`src/rtl/shot_scoreboard_mux.sv`:
```
// Shot/hit scoreboard plus registered N-channel output mux with manual one-hot select
// and an auto-scan mode that appends the score as a virtual last channel.
module shot_scoreboard_mux #(
    parameter int W          = 5,
    parameter int N          = 5,
    parameter int SCORE_W    = 4,
    parameter int SHOTS_MAX  = 10,
    parameter int DWELL      = 4,
    localparam int CW        = $clog2(N + 1)
) (
    input  logic               clk,
    input  logic               rst_n,
    input  logic               ena,
    input  logic [N*W-1:0]     ch_data,
    input  logic [N-1:0]       sel,
    input  logic               auto_mode,
    input  logic               result_valid,
    input  logic               hit,
    input  logic               new_game,
    output logic [W-1:0]       out_data,
    output logic [CW-1:0]      out_ch,
    output logic               out_valid,
    output logic [SCORE_W-1:0] score,
    output logic [7:0]         shots,
    output logic               last_hit,
    output logic               game_over
);

    localparam int                 DCW        = $clog2(DWELL + 1);
    localparam logic [SCORE_W-1:0] SCORE_MAX  = '1;
    localparam logic [7:0]         SHOTS_PREV = 8'(SHOTS_MAX - 1);

    logic           rv_q;
    logic           auto_q;
    logic [CW-1:0]  scan_idx;
    logic [DCW-1:0] dwell_cnt;
    logic [CW-1:0]  nxt_idx;
    logic [DCW-1:0] nxt_cnt;
    logic [W-1:0]   nxt_data;
    logic [CW-1:0]  nxt_ch;
    logic           nxt_valid;
    logic           shot_ev;

    assign shot_ev = result_valid & ~rv_q & ~game_over;

    // Scan position: entering auto mode restarts at channel 0 as the first of DWELL cycles.
    always_comb begin
        nxt_idx = '0;
        nxt_cnt = '0;
        if (auto_mode) begin
            if (!auto_q) begin
                nxt_idx = '0;
                nxt_cnt = DCW'(1);
            end else if (dwell_cnt >= DCW'(DWELL)) begin
                nxt_idx = (scan_idx == CW'(N)) ? '0 : scan_idx + CW'(1);
                nxt_cnt = DCW'(1);
            end else begin
                nxt_idx = scan_idx;
                nxt_cnt = dwell_cnt + DCW'(1);
            end
        end
    end

    always_comb begin
        nxt_data  = '0;
        nxt_ch    = '0;
        nxt_valid = 1'b0;
        if (auto_mode) begin
            nxt_ch    = nxt_idx;
            nxt_valid = 1'b1;
            if (nxt_idx == CW'(N)) begin
                nxt_data = W'(score);
            end else begin
                for (int c = 0; c < N; c++) begin
                    if (nxt_idx == CW'(c)) nxt_data = ch_data[c*W +: W];
                end
            end
        end else if ($onehot(sel)) begin
            nxt_valid = 1'b1;
            for (int c = 0; c < N; c++) begin
                if (sel[c]) begin
                    nxt_data = ch_data[c*W +: W];
                    nxt_ch   = CW'(c);
                end
            end
        end
    end

    always_ff @(posedge clk or negedge rst_n) begin
        if (!rst_n) begin
            rv_q      <= 1'b0;
            auto_q    <= 1'b0;
            scan_idx  <= '0;
            dwell_cnt <= '0;
            out_data  <= '0;
            out_ch    <= '0;
            out_valid <= 1'b0;
            score     <= '0;
            shots     <= '0;
            last_hit  <= 1'b0;
            game_over <= 1'b0;
        end else if (ena) begin
            rv_q      <= result_valid;
            auto_q    <= auto_mode;
            scan_idx  <= nxt_idx;
            dwell_cnt <= nxt_cnt;
            out_data  <= nxt_data;
            out_ch    <= nxt_ch;
            out_valid <= nxt_valid;
            // A clear on the same cycle as a shot discards that shot.
            if (new_game) begin
                score     <= '0;
                shots     <= '0;
                last_hit  <= 1'b0;
                game_over <= 1'b0;
            end else if (shot_ev) begin
                shots    <= shots + 8'd1;
                last_hit <= hit;
                if (hit && score != SCORE_MAX) score <= score + SCORE_W'(1);
                if (shots == SHOTS_PREV) game_over <= 1'b1;
            end
        end
    end

endmodule

```
`config.mk`:
```
export PLATFORM = sky130hd
export DESIGN_NAME = shot_scoreboard_mux
export DESIGN_NICKNAME = d
export VERILOG_FILES = /design/src/rtl/shot_scoreboard_mux.sv
export SDC_FILE = /design/constraint.sdc
export NUM_CORES = 1
export LEC_CHECK = 0
export BUFFER_PORTS_ARGS = -buffer_cell sky130_fd_sc_hd__buf_4
export CORE_ASPECT_RATIO = 1.4
export CORE_MARGIN = 3
export CORE_UTILIZATION = 36
export CTS_CLUSTER_SIZE = 12
export DETAILED_ROUTE_END_ITERATION = 10
export MAX_ROUTING_LAYER = met4
export PLACE_DENSITY = 0.62
export SYNTH_ARGS = -nofsm -noshare
export SYNTH_HDL_FRONTEND = slang
export SYNTH_SLANG_ARGS = --single-unit
export TNS_END_PERCENT = 20
```
`constraint.sdc`:
```
create_clock -name clk -period 1.6 [get_ports clk]
set_clock_uncertainty 0.05 [all_clocks]
set_input_delay 0.08 -clock clk [delete_from_list [all_inputs] [get_ports clk]]
set_output_delay 0.08 -clock clk [all_outputs]
set_load 0.02 [all_outputs]
```
# == Yosys cells after proc, flatten, opt, wreduce, memory -nomap -nowiden ==
# Index checks and enable logic that the tools add are counted.
# op_classes
add_sub_neg,8
magnitude_cmp,1
n_eq_ne,9
n_mux,38
n_bitwise,4
n_reduce_logical,8
# ops
op,count
$mux 5,13
$mux 3,12
$mux 8,2
$mux 4,3
$eq 3x3->1 const B,3
$add 8x1->8 const B,1
$eq 8x4->1 const B,1
$mux 1,8
$add 3x1->3 const B,2
$eq 3x1->1 const B,2
$eq 3x2->1 const B,2
$reduce_and 3->1,2
$reduce_bool 2->1,3
$add 1x1->2,2
$add 4x1->4 const B,1
$ne 4x4->1 const B,1
$add 2x2->3,1
$add 3x1->3,1
$ge 3x3->1 const B,1
$logic_not 3->1,1
$and 1x1->1,2
$not 1->1,2
$reduce_and 2->1,1
$logic_and 1x1->1,1
# totals
reg_bits,31
out_inout_bits,23
word_cells,79

# == Longest topological paths before layout ==
# Gate-level depths: netlist of the first run.
# logic_depth
depth_word,13
depth_mapped,8

# == Worst setup path after synthesis of the first run ==
# No wires, ideal clock.
# synth_timing
path_type,input -> register
startpoint,input port sel[0]
endpoint,register out_ch[0]
setup_time_ns,0.077
t_arrival_ns,2.030
setup_slack_ns,-0.557
cell_stages,7
path_buffers,0
cell_sequence,fa_1 -> fa_1 -> ha_1 -> nor4b_2 -> nor2b_1 -> a21oi_1 -> a21oi_1
# synth_between
elab_chain_cells,6
# synth_rtl
element,line,rtl
"start, declared",15,"input logic [N-1:0] sel,"
$add 1x1->2 (implied by the code),78,end else if ($onehot(sel)) begin
$add 2x2->3 (implied by the code),78,
$add 3x1->3 (implied by the code),78,
$eq 3x1->1,78,
$mux 3,78,
$mux 3,68,if (auto_mode) begin
"end signal, assigned",108,out_ch <= nxt_ch;
"end, declared",21,"output logic [CW-1:0] out_ch,"
# No other way between the ends.
# A chain may end at the register's enable or synchronous reset.

# == Final worst setup path of the first run ==
# layout_timing
startpoint,input port sel[0]
endpoint,register out_data[2]
# layout_between
elab_chain_cells,7
# layout_rtl
element,line,rtl
branches (longest 5 deep; another with $add 2x2->3),--,
$mux 5 *,78,
$mux 5 *,68,
"end signal, assigned",107,out_data <= nxt_data;
"end, declared",20,"output logic [W-1:0] out_data,"
# Mark *: on every way between the ends.

==> reports/metrics.cfg, run 1 <==
[status]
outcome=finished, violations left
failed_checks=negative setup slack

[clock_network]
cts_tree=done
postCtsSetupRepairBufs=0
cts_sinks=31
cts_root_buffer=clkbuf_8
clk_latency_ns=0.28
clk_path_buf_depth=2
cts_buffers=5
htree_levels=2
path_clk_slew_ns=0.06

[detailed_routing]
routed-wl-met3_um=389
met2_length_um=3430
ant_nets=0
drt_iter0_drc=109
dr.pass1.iters=4
routed-via-count=2262
routedWlPerCell_um=16.4
met1_length_um=2680
drc_errors=0
via_per_inst=5.54
routed.top_layer=met4
finalWirelength_um=6690

[job]
drv_cap=0

[setup_path]
crit_arrival_ns=2.05
critical-path-max-stage-delay_ns=0.49
path_cells=buf_6, fa_1, fa_2, ha_4, nor4b_4, and2_1, o21ai_1, a41oi_1
required_ns=1.74
crit_type=primary input to flip-flop
worstSetupStartpointType=primary input
endpoint_kind=flip-flop
critPathMaxFanout=4
slowest_stage=fa_1

[floorplan]
boundaryPins=60
die_area_um2=6970
core_area_um2=5650
start_util_pct=38.2
die_h_um=97.6
fp.dieW_um=71.4
rows=32

[power_and_ir_drop]
p_total_mw=2.36
powerDensity_nw_per_um2=766
leakage_nw=1.40
vdd_ir_drop_max_mv=0.581

[sta]
drv_slew=0
tightest_slew_ns=0.423
fin_setup_tns_ns=-2.24
setup_ws_ns=-0.303
min_period_ns=1.90
fin_crit_sh_pct=119
final_hold_viol_count=0
max_freq_ghz=0.525
hold_ws_ns=0.0373
setup-violations-final=8
grt_setup_unrepaired=yes
relSlewSlack_pct=71.8

[cells_and_area]
seq_area_um2=776
multi_input_area_um2=1350
fin_util_pct=54.5
n_antenna_cell=0
fin_nets=384
synthToLayoutAreaGrowth_pct=42.7
fill_cells=564
final-instance-count-excl-fill=408
drive_gt1_share_pct=35.6

[synthesis]
synth_nets=293
synth_cell_type_count=61
syn_inst=248
ys_ff_latch=31
synth-edff-count=0
syn_avg_cell_area_um2=8.70
synth_ff_type=dfrtp_1
async_flop_share_pct=100
ys_seq_area_share_pct=36.0
synth_area_um2=2160
yosys_warnings=0

[placement]
place.gp.congestion=0.858
hpwl_um=5380
numPortBuffers=59
dp.cells=398

[global_routing]
grt_antenna_before_repair=0
grt_overflow=0
grt_max_degree=32
grt_first_pass_wirelength_um=10900
grt_pass1_vias=2252
grt_usage_pct=20.0

[hold_path]
hp-class=primary input to flip-flop

[layer usage]
metal | global-route usage [%] | up-vias
li1 | - | 1101
met1 | 22.5 | 1065
met2 | 34.3 | 78
met3 | 3.62 | 18
met4 | 8.25 | 0
met5 | - | -
[synth_stat cells (3+ instances only)]
master	instances	area, µm²
dfrtp_1	31	776
nand2b_1	4	25.0
nand3_1	12	60.1
mux2_2	5	56.3
o21ai_1	3	15.0
nor2_1	21	78.8
and3_1	3	18.8
o22ai_1	4	25.0
inv_1	11	41.3
a221oi_1	4	35.0
clkbuf_1	7	26.3
o21ai_0	16	80.1
nor3_1	8	40.0
o31ai_1	3	22.5
and2_1	3	18.8
xor2_1	4	35.0
nor4_1	4	25.0
nand2_1	22	82.6
mux2i_1	5	50.1
a31oi_1	3	18.8
ha_1	6	75.1
a21oi_1	19	95.1
[worst paths after layout]
kind                             start            to  slack, ns  depth (start not counted)
hold reg to reg               last_hit      last_hit       0.43                          2
max in group asynchronous        rst_n  dwell_cnt[1]       0.96                          2
setup / recovery                sel[0]   out_data[2]      -0.30                          8
hold / removal                     hit      last_hit       0.04                          3
setup reg to reg           scan_idx[2]   out_data[2]      -0.22                          6
min in group asynchronous        rst_n      shots[4]       0.22                          2
[power by group]
group	switching, mW	total [mW]	internal (mW)
combinational	0.372	0.716	0.344
clock	0.281	0.673	0.392
sequential	0.101	0.968	0.867
total	0.754	2.36	1.60
[cells by family after synthesis]
group / synth area share (%)
adder cells (fa/ha/maj): 5.34
XOR/XNOR: 2.03
AO/OA/AOI/OAI: 23.3
AND/OR/NAND/NOR: 24.2
multiplexers: 4.93
buffers and inverters: 4.29
flip-flops: 36.0
[state kept, by name, summed over array words and instances (netlist names)]
register	flops
out_valid	1
last_hit	1
score	4
out_ch	3
out_data	5
game_over	1
shots	8
dwell_cnt	3
scan_idx	3
auto_q	1
rv_q	1
[through the flow]
stage / instance area [µm²] / setup WS, ns
2_1_floorplan: 2180 / -0.397
3_3_place_gp: 2920 / -0.629
3_5_place_dp: 2920 / -0.665
4_1_cts: 3060 / -0.321
5_1_grt: 3080 / -0.425
6_report: 3080 / -0.303
[cells in the final DEF (no fill, tap or decap), types with 3 or more instances in the layout]
master    instances
mux2_2            5
nor4_1            4
o21ai_1           4
nand3_1          12
o22ai_1           4
nand2_1          21
o31ai_1           3
and2_1            3
mux2i_1           5
buf_4            91
o21ai_0          15
dfrtp_1          31
a221oi_1          4
xor2_1            4
a21oi_1          19
a31oi_1           3
ha_1              5
nor2_1           20
inv_1            11
nand2b_1          4
clkbuf_8          7
and3_1            3
nor3_1            8
[critical path, delay by kind of cell]
family,cells,cell delay (ns)
adders and majority gates,3,1.09
and+or+nand+nor,2,0.53
AOI/OAI and AO/OA,2,0.25
buffers and inverters,1,0.10
[layout make-up]
cell class | instances | share of cell area, %
clock buffers | 8 | 3.25
flip-flops and latches | 31 | 25.2
repair buffers | 95 | 23.6
inverters | 11 | 1.34
multi-input cells | 195 | 43.9
well taps | 68 | 2.76
[repair_timing]
| action | in CTS | in global routing |
|---|---|---|
| endpoints found under the hold margin | 32 | 0 |
| pin swaps | 2 | 1 |
| gates cloned | 0 | 0 |
| gates resized for setup | 6 | 3 |
| setup endpoints to repair | 10 | 10 |
| hold buffers | 2 | 0 |
Power figures use the tool's default switching activity.
==> run 2: changes to the inputs <==
--- a/config.mk
+++ b/config.mk
@@ -9,6 +9,7 @@
 export CORE_ASPECT_RATIO = 1.4
 export CORE_MARGIN = 3
 export CORE_UTILIZATION = 36
+export CTS_BUF_LIST = sky130_fd_sc_hd__clkbuf_2 sky130_fd_sc_hd__clkbuf_4 sky130_fd_sc_hd__clkbuf_8
 export CTS_CLUSTER_SIZE = 12
 export DETAILED_ROUTE_END_ITERATION = 10
 export MAX_ROUTING_LAYER = met4
==> run 2 against run 1 <==
  * The run still ends with negative setup slack left
  * Flip-flop and latch count unchanged
  * Critical path type unchanged
  * Global-route usage about the same
  * Register-to-register slack about the same
  * Total power up 0.74%
  * Die area unchanged
  * Setup slack better by 0.0015 ns
  * Non-clock buffer count unchanged
  * Largest cell class unchanged
==> reports/metrics.cfg, run 2 (synthesis gave the netlist of run 1 again) <==
[global_routing]
grt_usage_pct=20.0
grt_max_degree=32
grt_overflow=0
grt_antenna_before_repair=0
grt_first_pass_wirelength_um=10900
grt_pass1_vias=2252

[setup_path]
crit_arrival_ns=2.05
cp_top_family=adder cells
critPathMaxFanout=4
critical-path-max-stage-delay_ns=0.49
rr_endpoint=out_data[2]
reg2reg_slack_ns=-0.22
rr_worst_depth=6
slowest_stage=fa_1
crit_type=primary input to flip-flop
worstSetupStartpointType=primary input
timing.rr.start=scan_idx[2]
path_cells=buf_6, fa_1, fa_2, ha_4, nor4b_4, and2_1, o21ai_1, a41oi_1
endpoint_kind=flip-flop
required_ns=1.74
path_buf_inv=1

[detailed_routing]
dr.pass1.iters=4
via_per_inst=5.52
routedWlPerCell_um=16.4
finalWirelength_um=6700
drt_iter0_drc=134
routed-via-count=2254
drc_errors=0
ant_nets=0

[cells_and_area]
seq_area_um2=776
fin_nets=384
drive_gt1_share_pct=35.9
top_register=shots
reg_top3=shots x8, out_data x5, score x4
final-instance-count-excl-fill=408
synthToLayoutAreaGrowth_pct=42.9
n_antenna_cell=0
fill_cells=563
largest_register_ffs=8
layout_commonest_cell=buf_4
final_cell_mix=91 x buf_4, 31 x dfrtp_1, 21 x nand2_1
multi_input_area_um2=1350

[power_and_ir_drop]
p_total_mw=2.37
leakage_nw=1.41
powerDensity_nw_per_um2=771
vdd_ir_drop_max_mv=0.580

[sta]
fin_crit_sh_pct=119
fin_setup_tns_ns=-2.23
setup_ws_ns=-0.302
final_hold_viol_count=0
max_freq_ghz=0.526
setup-violations-final=8
relSlewSlack_pct=72.1
hold_ws_ns=0.0363
grt_setup_unrepaired=yes
tightest_slew_ns=0.418
drv_slew=0
min_period_ns=1.90

[hold_path]
worstHoldStart=hit
hold_depth=3
hp-class=primary input to flip-flop
holdPathEnd=last_hit

[clock_network]
clk_path_buf_depth=2
path_clk_slew_ns=0.06
postCtsSetupRepairBufs=0
cts_tree=done
cts_buffers=5
htree_levels=2
clk_latency_ns=0.28
cts_root_buffer=clkbuf_8
cts_sinks=31

[floorplan]
rows=32
die_h_um=97.6
fp.dieW_um=71.4
die_area_um2=6970
core_area_um2=5650
boundaryPins=60
start_util_pct=38.2

[placement]
numPortBuffers=59
dp.cells=398
place_ws_ns=-0.665
place.gp.congestion=0.858
hpwl_um=5380

[job]
drv_cap=0

[status]
outcome=finished, violations left
failed_checks=negative setup slack

==> run 2: what timing repair did <==
item                                   in CTS  in global routing
setup endpoints to repair                  10                 10
resized for setup                           6                  3
endpoints found under the hold margin      32                  0
pin swaps                                   2                  1
hold buffers                                2                  0
==> run 2: worst max-delay path by stage <==
stage	slack (ns)	end	cells after the start	start
after global placement	-0.63	out_data[4]	9	sel[0]
after detailed placement	-0.67	out_data[4]	9	sel[0]
final	-0.30	out_data[2]	8	sel[0]
after global routing	-0.42	out_data[3]	9	sel[0]
after floorplan	-0.40	out_data[2]	7	sel[0]
after CTS	-0.32	out_data[4]	9	sel[0]
==> run 2: per-stage QoR <==
stage	util (%)	cell area [µm²]
after global placement	51.6	2920
after floorplan	-	2180
final	54.6	3080
after CTS	54.3	3060
after global routing	54.6	3080
after detailed placement	51.6	2920
==> run 2: final cells by class <==
| cell class | count | area share (%) |
|---|---|---|
| multi-input combinational | 195 | 43.8 |
| clock buffer | 8 | 3.37 |
| tap | 68 | 2.76 |
| inverter | 11 | 1.34 |
| timing repair buffer | 95 | 23.5 |
| sequential | 31 | 25.2 |
==> run 2: per-layer routing <==
layer / global-route usage [%] / share of wire [%] / vias to the layer above
met5: - / 0 / -
met4: 8.25 / 2.4 / 0
met3: 3.62 / 6.1 / 16
met2: 34.3 / 52 / 84
met1: 22.4 / 40 / 1055
li1: - / - / 1099
==> run 2: worst reg2reg max path, cell delays in order, from the launching register on <==
cell	delay, ns
dfrtp_1	0.45
and3_1	0.20
or3_4	0.37
buf_4	0.15
a32o_1	0.20
o21ai_1	0.15
a41oi_1	0.13
==> run 2: report_power, final <==
part | switching, mW | internal [mW] | total (mW)
Clock | 0.282 | 0.409 | 0.691
Combinational | 0.372 | 0.344 | 0.716
Sequential | 0.100 | 0.867 | 0.968
==> run 3: changes to the inputs <==
--- a/config.mk
+++ b/config.mk
@@ -9,7 +9,8 @@
 export CORE_ASPECT_RATIO = 1.4
 export CORE_MARGIN = 3
 export CORE_UTILIZATION = 36
-export CTS_BUF_LIST = sky130_fd_sc_hd__clkbuf_2 sky130_fd_sc_hd__clkbuf_4 sky130_fd_sc_hd__clkbuf_8
+export CTS_BUF_LIST = sky130_fd_sc_hd__clkbuf_16
+export CTS_CLUSTER_DIAMETER = 150
 export CTS_CLUSTER_SIZE = 12
 export DETAILED_ROUTE_END_ITERATION = 10
 export MAX_ROUTING_LAYER = met4
==> run 3 against run 2 <==
  * The run still ends with negative setup slack left
  * Count of clock-buffer cells in the layout decreased by 3
  * Core utilization increased by 0.71 points
  * Flip-flop and latch count did not move
  * Register-to-register slack worse by 0.03 ns
  * Cell count increased by 0.25%
  * Total power increased by 8.2%
  * Critical endpoint unchanged
  * Largest cell class unchanged
==> reports/metrics.cfg, run 3 (synthesis gave the netlist of run 1 again) <==
[status]
outcome=finished, violations left
failed_checks=negative setup slack

[clock_network]
htree_levels=2
path_clk_slew_ns=0.05
cts_tree=done
clk_path_buf_depth=2
cts_root_buffer=clkbuf_16
cts_buffers=5
cts_sinks=31
clk_latency_ns=0.27

[placement]
numPortBuffers=59
dp.cells=398
place_ws_ns=-0.665
hpwl_um=5380
place.gp.congestion=0.858
placed_cell_area_um2=2920

[global_routing]
grt_antenna_before_repair=0
grt_pass1_vias=2260
grt_first_pass_wirelength_um=10900
grt_overflow=0
grt_max_degree=32
grt_usage_pct=20.2

[setup_path]
path_cells=buf_6, fa_1, fa_2, ha_4, nor4b_4, and2_1, o21ai_1, a41oi_1
critPathMaxFanout=4
worstSetupStartpointType=primary input
endpoint_kind=flip-flop
slowest_stage=fa_1
required_ns=1.74
crit_type=primary input to flip-flop
crit_arrival_ns=2.07
critical-path-max-stage-delay_ns=0.49

[sta]
fin_crit_sh_pct=121
setup_ws_ns=-0.333
drv_slew=0
setup-violations-final=8
tightest_slew_ns=0.415
min_period_ns=1.93
relSlewSlack_pct=72.4
grt_setup_unrepaired=yes
final_hold_viol_count=0
max_freq_ghz=0.517
hold_ws_ns=0.0412
fin_setup_tns_ns=-2.38

[cells_and_area]
layout_commonest_cell=buf_4
largest_register_ffs=8
fin_nets=385
final_cell_mix=92 x buf_4, 31 x dfrtp_1, 21 x nand2_1
synthToLayoutAreaGrowth_pct=44.7
fill_cells=550
final-instance-count-excl-fill=409
fin_area_um2=3120
top_register=shots
fin_util_pct=55.3
n_antenna_cell=0
reg_top3=shots x8, out_data x5, score x4
drive_gt1_share_pct=35.2

[detailed_routing]
ant_nets=0
finalWirelength_um=6760
drt_iter0_drc=106
via_per_inst=5.56
routed-via-count=2273
dr.pass1.iters=4
drc_errors=0
routedWlPerCell_um=16.5

[job]
drv_cap=0

[floorplan]
fp.dieW_um=71.4
core_area_um2=5650
die_h_um=97.6
die_area_um2=6970
rows=32
start_util_pct=38.2
boundaryPins=60

[power_and_ir_drop]
leakage_nw=1.43
p_total_mw=2.57
vdd_ir_drop_max_mv=0.670
powerDensity_nw_per_um2=823

[hold_path]
hp-class=primary input to flip-flop

==> run 3: critical path: cells and delay by family <==
family                     cells  cell delay [ns]
adders and majority gates      3             1.09
and+or+nand+nor                2             0.52
AOI/OAI and AO/OA              2             0.28
buffers and inverters          1             0.10
==> run 3: cell type report <==
type	instances	area (µm²)	share of cell area [%]
clock buffer	5	125	4.01
clock inverter	3	11.3	0.361
inverter	11	41.3	1.32
multi-input combinational	195	1350	43.2
sequential	31	776	24.8
tap	68	85.1	2.73
timing repair buffer	96	733	23.5
==> run 3: worst paths after layout <==
check	start	to	slack, ns	depth (start not counted)
min in group asynchronous	rst_n	shots[4]	0.23	2
worst max-delay path	sel[0]	out_data[2]	-0.33	8
worst max register to register	scan_idx[2]	out_data[2]	-0.25	6
max in group asynchronous	rst_n	dwell_cnt[1]	0.97	2
worst min-delay path	hit	last_hit	0.04	3
worst min register to register	last_hit	last_hit	0.43	2
==> run 3: power breakdown <==
| part | internal (mW) | switching, mW |
|---|---|---|
| clock network | 0.559 | 0.322 |
| logic | 0.346 | 0.373 |
| registers | 0.869 | 0.101 |
| total | 1.77 | 0.796 |
==> run 3: per-layer routing <==
metal	part of all wire, %	global-route usage, %	vias up
met5	0	-	-
met4	3.1	9.55	0
met3	6.3	3.93	20
met2	51	34.4	84
met1	40	22.2	1059
li1	-	-	1110
==> run 3: what timing repair did <==
action,in CTS,in global routing
resized for setup,6,3
pin swaps,4,2
setup endpoints to repair,10,11
hold endpoints to repair,32,0
hold buffers,2,0
setup buffers,1,0
